**src/rtl/mem_copy_pkg.sv**
```systemverilog
// Shared definitions for the memory copy master.
// Holds the FSM state encoding and the word size used to step addresses.
package mem_copy_pkg;

  localparam int unsigned WORD_BYTES = 4;

  // Byte-offset bits of a word address. They are cleared when addresses are latched.
  localparam logic [31:0] WORD_OFFSET_MASK = 32'(WORD_BYTES - 1);

  typedef logic [1:0] mc_state_t;

  localparam mc_state_t IDLE  = 2'd0;
  localparam mc_state_t READ  = 2'd1;
  localparam mc_state_t WRITE = 2'd2;
  localparam mc_state_t DONE  = 2'd3;

endpackage

```
**src/rtl/memory_copy_master.sv**
```systemverilog
// Memory copy master: moves Length 32-bit words from Src_addr to Dst_addr
// through a single-port memory. Each word takes one READ cycle followed by
// one WRITE cycle, in ascending address order. A one-cycle Done pulse
// marks completion.
//
// Optional feature: MEM_COPY_FILL_EN adds Fill/Fill_data. With Fill latched
// high, READ is skipped and Fill_data is written to Length destination words.
//
// Ports:
//   clk        - system clock, rising edge
//   reset      - asynchronous active-low reset
//   Start      - one-cycle transfer request, honoured only in IDLE
//   Src_addr   - source byte address (bits [1:0] ignored)
//   Dst_addr   - destination byte address (bits [1:0] ignored)
//   Length     - number of words to move
//   Fill       - fill-mode request (MEM_COPY_FILL_EN only)
//   Fill_data  - fill word (MEM_COPY_FILL_EN only)
//   Busy       - high in READ, WRITE and DONE
//   Done       - one-cycle completion pulse
//   Address    - memory byte address
//   Write_data - memory write word
//   MemRead    - memory read enable
//   MemWrite   - memory write enable
//   Mem_data   - memory read word, valid combinationally with MemRead
module memory_copy_master
  import mem_copy_pkg::*;
#(
  parameter int unsigned LEN_W = 8
) (
  input  logic             clk,
  input  logic             reset,
  input  logic             Start,
  input  logic [31:0]      Src_addr,
  input  logic [31:0]      Dst_addr,
  input  logic [LEN_W-1:0] Length,
`ifdef MEM_COPY_FILL_EN
  input  logic             Fill,
  input  logic [31:0]      Fill_data,
`endif
  output logic             Busy,
  output logic             Done,
  output logic [31:0]      Address,
  output logic [31:0]      Write_data,
  output logic             MemRead,
  output logic             MemWrite,
  input  logic [31:0]      Mem_data
);

  mc_state_t        state_q, state_d;
  logic [31:0]      src_q, src_d;
  logic [31:0]      dst_q, dst_d;
  logic [LEN_W-1:0] count_q, count_d;
  logic [31:0]      buf_q, buf_d;
`ifdef MEM_COPY_FILL_EN
  logic             fill_q, fill_d;
`endif

  // Next-state and datapath updates.
  always_comb begin
    state_d = state_q;
    src_d   = src_q;
    dst_d   = dst_q;
    count_d = count_q;
    buf_d   = buf_q;
`ifdef MEM_COPY_FILL_EN
    fill_d  = fill_q;
`endif

    unique case (state_q)
      IDLE: begin
        if (Start) begin
          src_d   = Src_addr & ~WORD_OFFSET_MASK;
          dst_d   = Dst_addr & ~WORD_OFFSET_MASK;
          count_d = Length;
`ifdef MEM_COPY_FILL_EN
          fill_d  = Fill;
          // In fill mode the word buffer holds the fill word for every write.
          if (Fill) begin
            buf_d = Fill_data;
          end
          if (Length == '0) begin
            state_d = DONE;
          end else if (Fill) begin
            state_d = WRITE;
          end else begin
            state_d = READ;
          end
`else
          state_d = (Length == '0) ? DONE : READ;
`endif
        end
      end

      READ: begin
        buf_d   = Mem_data;
        state_d = WRITE;
      end

      WRITE: begin
        // Address arithmetic wraps modulo 2^32 by construction.
        src_d   = src_q + 32'(WORD_BYTES);
        dst_d   = dst_q + 32'(WORD_BYTES);
        count_d = count_q - LEN_W'(1);
        if (count_q == LEN_W'(1)) begin
          state_d = DONE;
        end else begin
`ifdef MEM_COPY_FILL_EN
          state_d = fill_q ? WRITE : READ;
`else
          state_d = READ;
`endif
        end
      end

      DONE: begin
        state_d = IDLE;
      end

      default: begin
        state_d = IDLE;
      end
    endcase
  end

  // Memory-side outputs are decoded from the registered state only, so the
  // asynchronous reset clears MemWrite as soon as reset falls.
  always_comb begin
    Address    = '0;
    Write_data = '0;
    MemRead    = 1'b0;
    MemWrite   = 1'b0;
    unique case (state_q)
      READ: begin
        Address = src_q;
        MemRead = 1'b1;
      end
      WRITE: begin
        Address    = dst_q;
        Write_data = buf_q;
        MemWrite   = 1'b1;
      end
      default: begin
        Address    = '0;
        Write_data = '0;
        MemRead    = 1'b0;
        MemWrite   = 1'b0;
      end
    endcase
  end

  assign Busy = (state_q != IDLE);
  assign Done = (state_q == DONE);

  always_ff @(posedge clk or negedge reset) begin
    if (!reset) begin
      state_q <= IDLE;
      src_q   <= '0;
      dst_q   <= '0;
      count_q <= '0;
      buf_q   <= '0;
`ifdef MEM_COPY_FILL_EN
      fill_q  <= 1'b0;
`endif
    end else begin
      state_q <= state_d;
      src_q   <= src_d;
      dst_q   <= dst_d;
      count_q <= count_d;
      buf_q   <= buf_d;
`ifdef MEM_COPY_FILL_EN
      fill_q  <= fill_d;
`endif
    end
  end

endmodule

```
**config.mk**
```make
export PLATFORM = sky130hd
export DESIGN_NAME = memory_copy_master
export DESIGN_NICKNAME = d
export VERILOG_FILES = /design/src/rtl/mem_copy_pkg.sv /design/src/rtl/memory_copy_master.sv
export SDC_FILE = /design/constraint.sdc
export NUM_CORES = 1
export LEC_CHECK = 0
export CELL_PAD_IN_SITES_DETAIL_PLACEMENT = 1
export CELL_PAD_IN_SITES_GLOBAL_PLACEMENT = 2
export CORE_MARGIN = 5
export CORE_UTILIZATION = 32
export CTS_BUF_LIST = sky130_fd_sc_hd__clkbuf_4
export DETAILED_ROUTE_END_ITERATION = 12
export GPL_ROUTABILITY_DRIVEN = 0
export PLACE_DENSITY_LB_ADDON = 0.1
export SLEW_MARGIN = 10
export SYNTH_ARGS = -nofsm -noshare
export SYNTH_HDL_FRONTEND = slang
export SYNTH_SLANG_ARGS = --single-unit
```
**constraint.sdc**
```tcl
create_clock -name clk -period 4.6 [get_ports clk]
set_input_delay 1.15 -clock clk [delete_from_list [all_inputs] [get_ports clk]]
set_output_delay 1.15 -clock clk [all_outputs]
set_load 0.005 [all_outputs]
```
==> results of run 1 <==
[cells in the final DEF, fill, tap and decap left out, types with 19 or more instances in the layout]
cell type / count
a21oi_1: 48
a22oi_1: 35
and2_1: 32
and3_1: 19
clkdlybuf4s50_1: 167
dfrtp_1: 102
inv_1: 19
mux2_2: 33
nand2_1: 46
nand3_1: 34
nand4_1: 19
nor2b_1: 29
o21ai_0: 31
o22ai_1: 35
[cell families (layout without fill, tap and decap cells)]
| kind of cell | Yosys count | count (layout) | share of synthesized area [%] |
|---|---|---|---|
| other | 1 | 3 | 0.0589 |
| adder cells (fa/ha/maj) | 9 | 9 | 1.77 |
| AND/OR/NAND/NOR | 248 | 248 | 22.8 |
| flip-flops | 102 | 102 | 40.1 |
| multiplexers | 52 | 52 | 8.83 |
| AO/OA/AOI/OAI | 211 | 211 | 21.6 |
| buffers and inverters | 76 | 214 | 4.84 |
[sequential cells by signal, summed over array words and instances, names as in the netlist]
name and cells:
buf_q 32, count_q 8, dst_q 30, src_q 30
state_q 2
[cell type report]
type	instances	area (µm²)
flip-flops and latches	102	2550
multi-input cells	522	3530
clock buffers	10	75.1
inverters	19	71.3
repair buffers	179	1760
fillers	2247	11100
clock inverters	6	68.8
diodes	1	2.50
well taps	265	332
[per-layer routing]
metal / global-route usage, % / up-vias / part of all wire [%]
met5: 0 / - / 0
met4: 5.89 / 0 / 1.9
met3: 5.86 / 26 / 7.3
met2: 32.6 / 179 / 46
met1: 27.2 / 3133 / 44
li1: - / 2896 / -
[cell usage after synthesis (9+ instances only)]
library cell | instances | area (µm²)
o21ai_0 | 31 | 155
o22ai_1 | 35 | 219
mux2_2 | 33 | 372
nor4_1 | 9 | 56.3
clkbuf_1 | 35 | 131
dfrtp_1 | 102 | 2550
nor2b_1 | 29 | 181
buf_2 | 12 | 60.1
ha_1 | 9 | 113
a31oi_1 | 12 | 75.1
nand3_1 | 34 | 170
and2_1 | 32 | 200
a22oi_1 | 35 | 263
nor2_1 | 18 | 67.6
inv_1 | 19 | 71.3
nand4_1 | 19 | 119
nand2_1 | 46 | 173
a21oi_1 | 48 | 240
and3_1 | 19 | 119
mux2i_1 | 19 | 190
[power by group through the flow]
stage	logic [mW]	registers, mW	clock network, mW
floorplan	2.01	1.72	0
global placement	2.95	2.00	0
detailed placement	3.05	2.02	0
CTS	3.07	2.01	0.550
global route	3.36	2.09	0.585
finish	3.03	2.01	0.530
[worst max path at each step]
stage | startpoint | endpoint | cells after the start
floorplan | state_q[0] | Address[2] | 7
global placement | state_q[0] | Write_data[9] | 5
detailed placement | state_q[0] | Write_data[7] | 5
CTS | state_q[0] | Write_data[7] | 5
global route | state_q[0] | Write_data[7] | 5
finish | state_q[0] | Write_data[7] | 5
[stage by stage]
step	setup slack (ns)	power, mW	cells
finish	0.473	5.57	1104
global route	0.222	6.03	1104
CTS	0.400	5.62	1103
detailed placement	0.989	5.07	1087
global placement	1.06	4.95	1087
floorplan	1.74	3.73	700
[worst max-delay path, delay by kind of cell, from the launching register on]
| kind | cells | cell delay [ns] |
|---|---|---|
| flip-flops | 1 | 0.45 |
| adder cells (fa/ha/maj) | 1 | 0.66 |
| buffers and inverters | 3 | 1.15 |
| AND/OR/NAND/NOR | 1 | 0.19 |
==> summary.md, run 1 <==
| Metric | Value |
|---|---|
| Final wirelength | around 23 mm |
| Synth Warn # | 0 |
| H-tree depth | 3 |
| Initial DRC count | 425 |
| Row cnt | slightly above 50 |
| WL per Instance | around 21 µm |
| Initial Util | between 30% and 40% |
| R2R Setup Slk | approximately 1.2 ns |
| Worst Setup End Kind | output pin |
| Final Instance Area | around 8400 µm² |
| Crit Path Max Fanout | 66 |
| Critical Path RT | 3.45 ns |
| Peak VDD IR | 299 µV |
| Register-to-Register Path Depth | 9 |
| Io pins | around 180 |
| First drt pass iteration count | 5 |
| Die X | roughly 150 µm |
| Reg2reg end | dst_q[31] |
| WS Path Type | reg -> out |
| Slew @ Worst Pin | between 1 and 1.5 ns |
| All-layer global routing usage | 20.5% |
| Hold WS | between 0.5 and 0.6 ns |
| CTS max path bufs | 2 |
| CTS tree | yes |
| Post-CTS Setup Inserts | 0 |
| Post-CTS sizing | 0 |
| Slew Limit Fails | 0 |
| Status | finished clean |
| Clock power share | under 10% |
| Crit-path cells | inv_1 -> ha_4 -> buf_4 -> and2_1 -> clkdlybuf4s50_1 |
| Worst Clk Skew | about 0.03 ns |
| Post-synth ARST share | between 90% and 100% |
| Detail Placement HPWL | 16.8 mm |
| Area growth, synth to finish | 32.0% |
| Unrepaired setup endpoints after global routing | false |
| Leak pwr | roughly 3.2 nW |
| Total core area | between 15,000 and 20,000 µm² |
| Startpoint Class | flip-flop |
| Fin. Hold Viols | 0 |
| Worst EP arrival | slightly below 3 ns |
| Sink Count | 102 |
| Crit-path slowest cell | ha_4 |
| Min Clock Period, post-route | roughly 4.1 ns |
| Mapped cell area | ~6400 µm² |
| Yosys reg bits | 102 |
| Core Util, Final | between 40% and 50% |
| Post-CTS Hold Buffers | 0 |
| Max Freq | between 200 and 250 MHz |
| Worst-skew pair later-pin latency | around 0.5 ns |
| HP Start | buf_q[28] |
| Gr ovfl total | 0 |
| Gate power share | approximately 54% |
| IO buf count | between 150 and 200 |
| Proportion of synthesized chip area in sequential cells | roughly 40% |
| Root Buffer | clkbuf_4 |
| Sequential Power Share | 36.1% |
| Hold Path Cell Cnt | 1 |
| Full die area | ~23,000 µm² |
| Vias per cell | around 5.6 |
| Distinct cell type count after synthesis | 59 |
| Syn Area/Cell | 9.10 µm² |
| HP Class | reg -> reg |
| Largest net degree at the start of global routing | slightly below 80 |
| Share of layout cells above drive strength 1 | under 10% |
| Crit path largest cell delay | roughly 0.66 ns |
| First-pass GRT wire length | between 30 and 40 mm |
| Initial antenna violation count | 1 |
| Layout Nets | 949 |
| Final period util | between 80% and 90% |
| CTS Buf Count | 9 |
| Vias in the first global route | ~6,600 |
| Ys flop type | dfrtp_1 |
| Switching Fraction | a little under half |
| Die Height | ~150 µm |
| Int Power | approximately 3 mW |
| Max_cap viols | 0 |
| Setup TNS | 0 ns |
| Clk slew on worst S/H paths | 0.18 ns |
| EDFF count, synth | 0 |
| Mapped Cells | between 600 and 700 |
| Sw power | roughly 2.5 mW |
| Finish-stage setup viols | 0 |
| Total number of vias | a little over 6,000 |
| Slew headroom | roughly 27% |
| Hold Path End | buf_q[28] |
| Dpl cell area | 8250 µm² |
| P per Cell Area | approximately 660 nW/µm² |
| Final ANT Viol Nets | 0 |
| Remaining DRCs | 0 |
| Reg-to-reg startpoint | state_q[0] |
Note: power is estimated with default switching activity, not from simulation.
==> inputs of run 2 (changes only) <==
--- a/config.mk
+++ b/config.mk
@@ -8,11 +8,12 @@
 export CELL_PAD_IN_SITES_DETAIL_PLACEMENT = 1
 export CELL_PAD_IN_SITES_GLOBAL_PLACEMENT = 2
 export CORE_MARGIN = 5
-export CORE_UTILIZATION = 32
+export CORE_UTILIZATION = 42
 export CTS_BUF_LIST = sky130_fd_sc_hd__clkbuf_4
 export DETAILED_ROUTE_END_ITERATION = 12
+export DONT_BUFFER_PORTS = 1
 export GPL_ROUTABILITY_DRIVEN = 0
-export PLACE_DENSITY_LB_ADDON = 0.1
+export PLACE_DENSITY = 0.92
 export SLEW_MARGIN = 10
 export SYNTH_ARGS = -nofsm -noshare
 export SYNTH_HDL_FRONTEND = slang
==> run 2 against run 1 <==
First-iteration DRC count shrank 1.2%; via count shrank 11%; sequential power hardly changed; highest routed layer is now met5; clock power increased by 13%; worst hold slack got worse by 0.23 ns; register-to-register slack improved by 0.34 ns; routed wire length is 11% lower; die area decreased by 22%; final cell count down 23%; critical endpoint is now Address[2]; total power down 9.4%; largest cell class unchanged; combinational power is 19% lower.
==> summary.md, run 2 (synthesis gave the netlist of run 1 again) <==
| Metric | Value |
|---|---|
| Row cnt | 45 (-12%) |
| Clk slew on worst S/H paths | 0.20 ns (+0.02 ns) |
| Largest net degree at the start of global routing | 103 (+32%) |
| Initial DRC count | 420 (-1.2%) |
| FF/Latch Area | 2550 µm² (unchanged) |
| Slew headroom | 29.0% (+1.6 points) |
| Slew @ Worst Pin | 1.04 ns (-0.0457 ns) |
| Largest Register | buf_q |
| Crit path largest cell delay | 0.56 ns (-0.10 ns) |
| Sink Count | 102 (unchanged) |
| Die Height | 133 µm (-12%) |
| Worst EP arrival | 2.39 ns (-0.59 ns) |
| CTS Buf Count | 9 (unchanged) |
| Post-CTS Hold Buffers | 0 (unchanged) |
| Final period util | 77.0% (-13 points) |
| Layout Nets | 777 (-18%) |
| Unrepaired setup endpoints after global routing | false |
| H-tree depth | 3 (unchanged) |
| Commonest non-fill, non-tap cell in the layout | dfrtp_1 |
| CTS tree | yes |
| WL per Instance | 24.3 µm (+15%) |
| Post-CTS sizing | 0 (unchanged) |
| Status | finished clean |
| Crit Path Max Fanout | 53 (-20%) |
| Min Clock Period, post-route | 3.54 ns (-0.584 ns) |
| Gr ovfl total | 0 (unchanged) |
| First-pass GRT wire length | 32.9 mm (-11%) |
| Pre-CTS worst setup slack | 1.54 ns (+0.546 ns) |
| Crit-path slowest cell | ha_4 |
| HP Class | in -> async |
| Worst-skew pair later-pin latency | 0.51 ns (+0.02 ns) |
| Die X | 133 µm (-12%) |
| Max_cap viols | 0 (unchanged) |
| CTS max path bufs | 2 (unchanged) |
| Share of layout cells above drive strength 1 | 10.8% (+1.6 points) |
| Total number of vias | 5,537 (-11%) |
| Detail Placement HPWL | 14.9 mm (-11%) |
| Post-CTS Setup Inserts | 0 (unchanged) |
| Vias in the first global route | 5,771 (-13%) |
| Remaining DRCs | 0 (unchanged) |
| Full die area | 17,700 µm² (-22%) |
| Initial antenna violation count | 2 (+1) |
| Max Freq | 282 MHz (+16%) |
| Slew Limit Fails | 0 (unchanged) |
| Register-to-Register Path Depth | 8 (-1) |
| Final ANT Viol Nets | 0 (unchanged) |
| Crit-path cells | inv_1 -> ha_4 -> nand2_1 -> a21boi_0 |
| Worst Clk Skew | 0.0260 ns (-0.00358 ns) |
| Setup TNS | 0 ns (unchanged) |
| Startpoint Class | flip-flop |
| Area growth, synth to finish | 4.54% |
| Total core area | 15,000 µm² (-23%) |
| Largest register FFs | 32 (unchanged) |
| P per Cell Area | 758 nW/µm² (+14%) |
| Io pins | 175 (unchanged) |
| IO buf count | 0 (-100%) |
| Final WS setup | 1.06 ns (+0.584 ns) |
| Commonest cells after routing, fill and taps aside | 102 x dfrtp_1, 48 x a21oi_1, 46 x nand2_1 |
| Reg-to-reg startpoint | state_q[0] |
| Peak VDD IR | 332 µV (+11%) |
| R2R Setup Slk | 1.50 ns (+0.34 ns) |
| Final wirelength | 20.7 mm (-11%) |
| Worst Setup End Kind | output pin |
| Root Buffer | clkbuf_4 |
| Top flop regs | buf_q (32), dst_q (30), src_q (30) |
| Critical Path RT | 3.45 ns (about the same) |
| First drt pass iteration count | 4 (-1) |
| Vias per cell | 6.48 (+15%) |
| Fin. Hold Viols | 0 (unchanged) |
| Reg2reg end | src_q[30] |
| WS Path Type | reg -> out |
| Finish-stage setup viols | 0 (unchanged) |
| FILL cells | 1,719 (-23%) |
| Initial Util | 42.3% (+9.7 points) |
| Multi-input gate area | 3530 µm² (unchanged) |
| All-layer global routing usage | 23.3% (+2.8 points) |
| Leak pwr | 2.60 nW (-19%) |
## run 2: area by class of cell
class                           count  share of cell area [%]
Clock inverter                      7                    1.86
Antenna cell                        1                  0.0376
Tap cell                          188                    3.54
Timing Repair Buffer                7                   0.978
Sequential cell                   102                    38.4
Clock buffer                        9                    1.02
Multi-Input combinational cell    522                    53.1
Inverter                           19                    1.07
## run 2: how the worst max path moves through the flow
stage                     depth (start not counted)     endpoint        from  slack (ns)
final                                             4   Address[2]  state_q[0]        1.06
after global routing                              5  Address[21]  state_q[0]        0.86
after CTS                                         5  Address[21]  state_q[0]        1.00
after detailed placement                          8    src_q[31]  state_q[0]        1.54
after global placement                            8    src_q[31]  state_q[0]        1.64
after floorplan                                   7   Address[2]  state_q[0]        1.74
## run 2: critical path: cells and delay by family, from the launching register on
family | cells | cell delay, ns
buffers and inverters | 1 | 0.17
flip-flops | 1 | 0.45
AND/OR/NAND/NOR | 1 | 0.26
adder cells (fa/ha/maj) | 1 | 0.56
AO/OA/AOI/OAI | 1 | 0.41
## run 2: through the flow
stage	cell area [µm²]	hold WS, ns	power [mW]	cells	util (%)
after floorplan	6370	0.473	3.73	700	-
after global placement	6460	0.483	4.28	838	43.0
after detailed placement	6460	0.489	4.45	838	43.0
after CTS	6650	0.252	5.06	854	44.2
after global routing	6650	0.242	5.43	855	44.3
final	6650	0.296	5.04	855	44.3
## run 2: power breakdown
part	internal [mW]	leakage, nW	switching (mW)	total (mW)
combinational	1.03	1.30	1.41	2.44
sequential	1.36	1.20	0.643	2.00
clock	0.238	0.100	0.361	0.599
## run 2: routing by layer
metal | vias to the layer above | GRT usage (%) | routed length (µm) | share of wire (%)
met5 | - | 0 | 7 | 0.034
met4 | 2 | 6.11 | 321 | 1.5
met3 | 26 | 6.46 | 1340 | 6.5
met2 | 139 | 39.6 | 10600 | 51
met1 | 2814 | 29.5 | 8510 | 41
li1 | 2556 | - | - | -
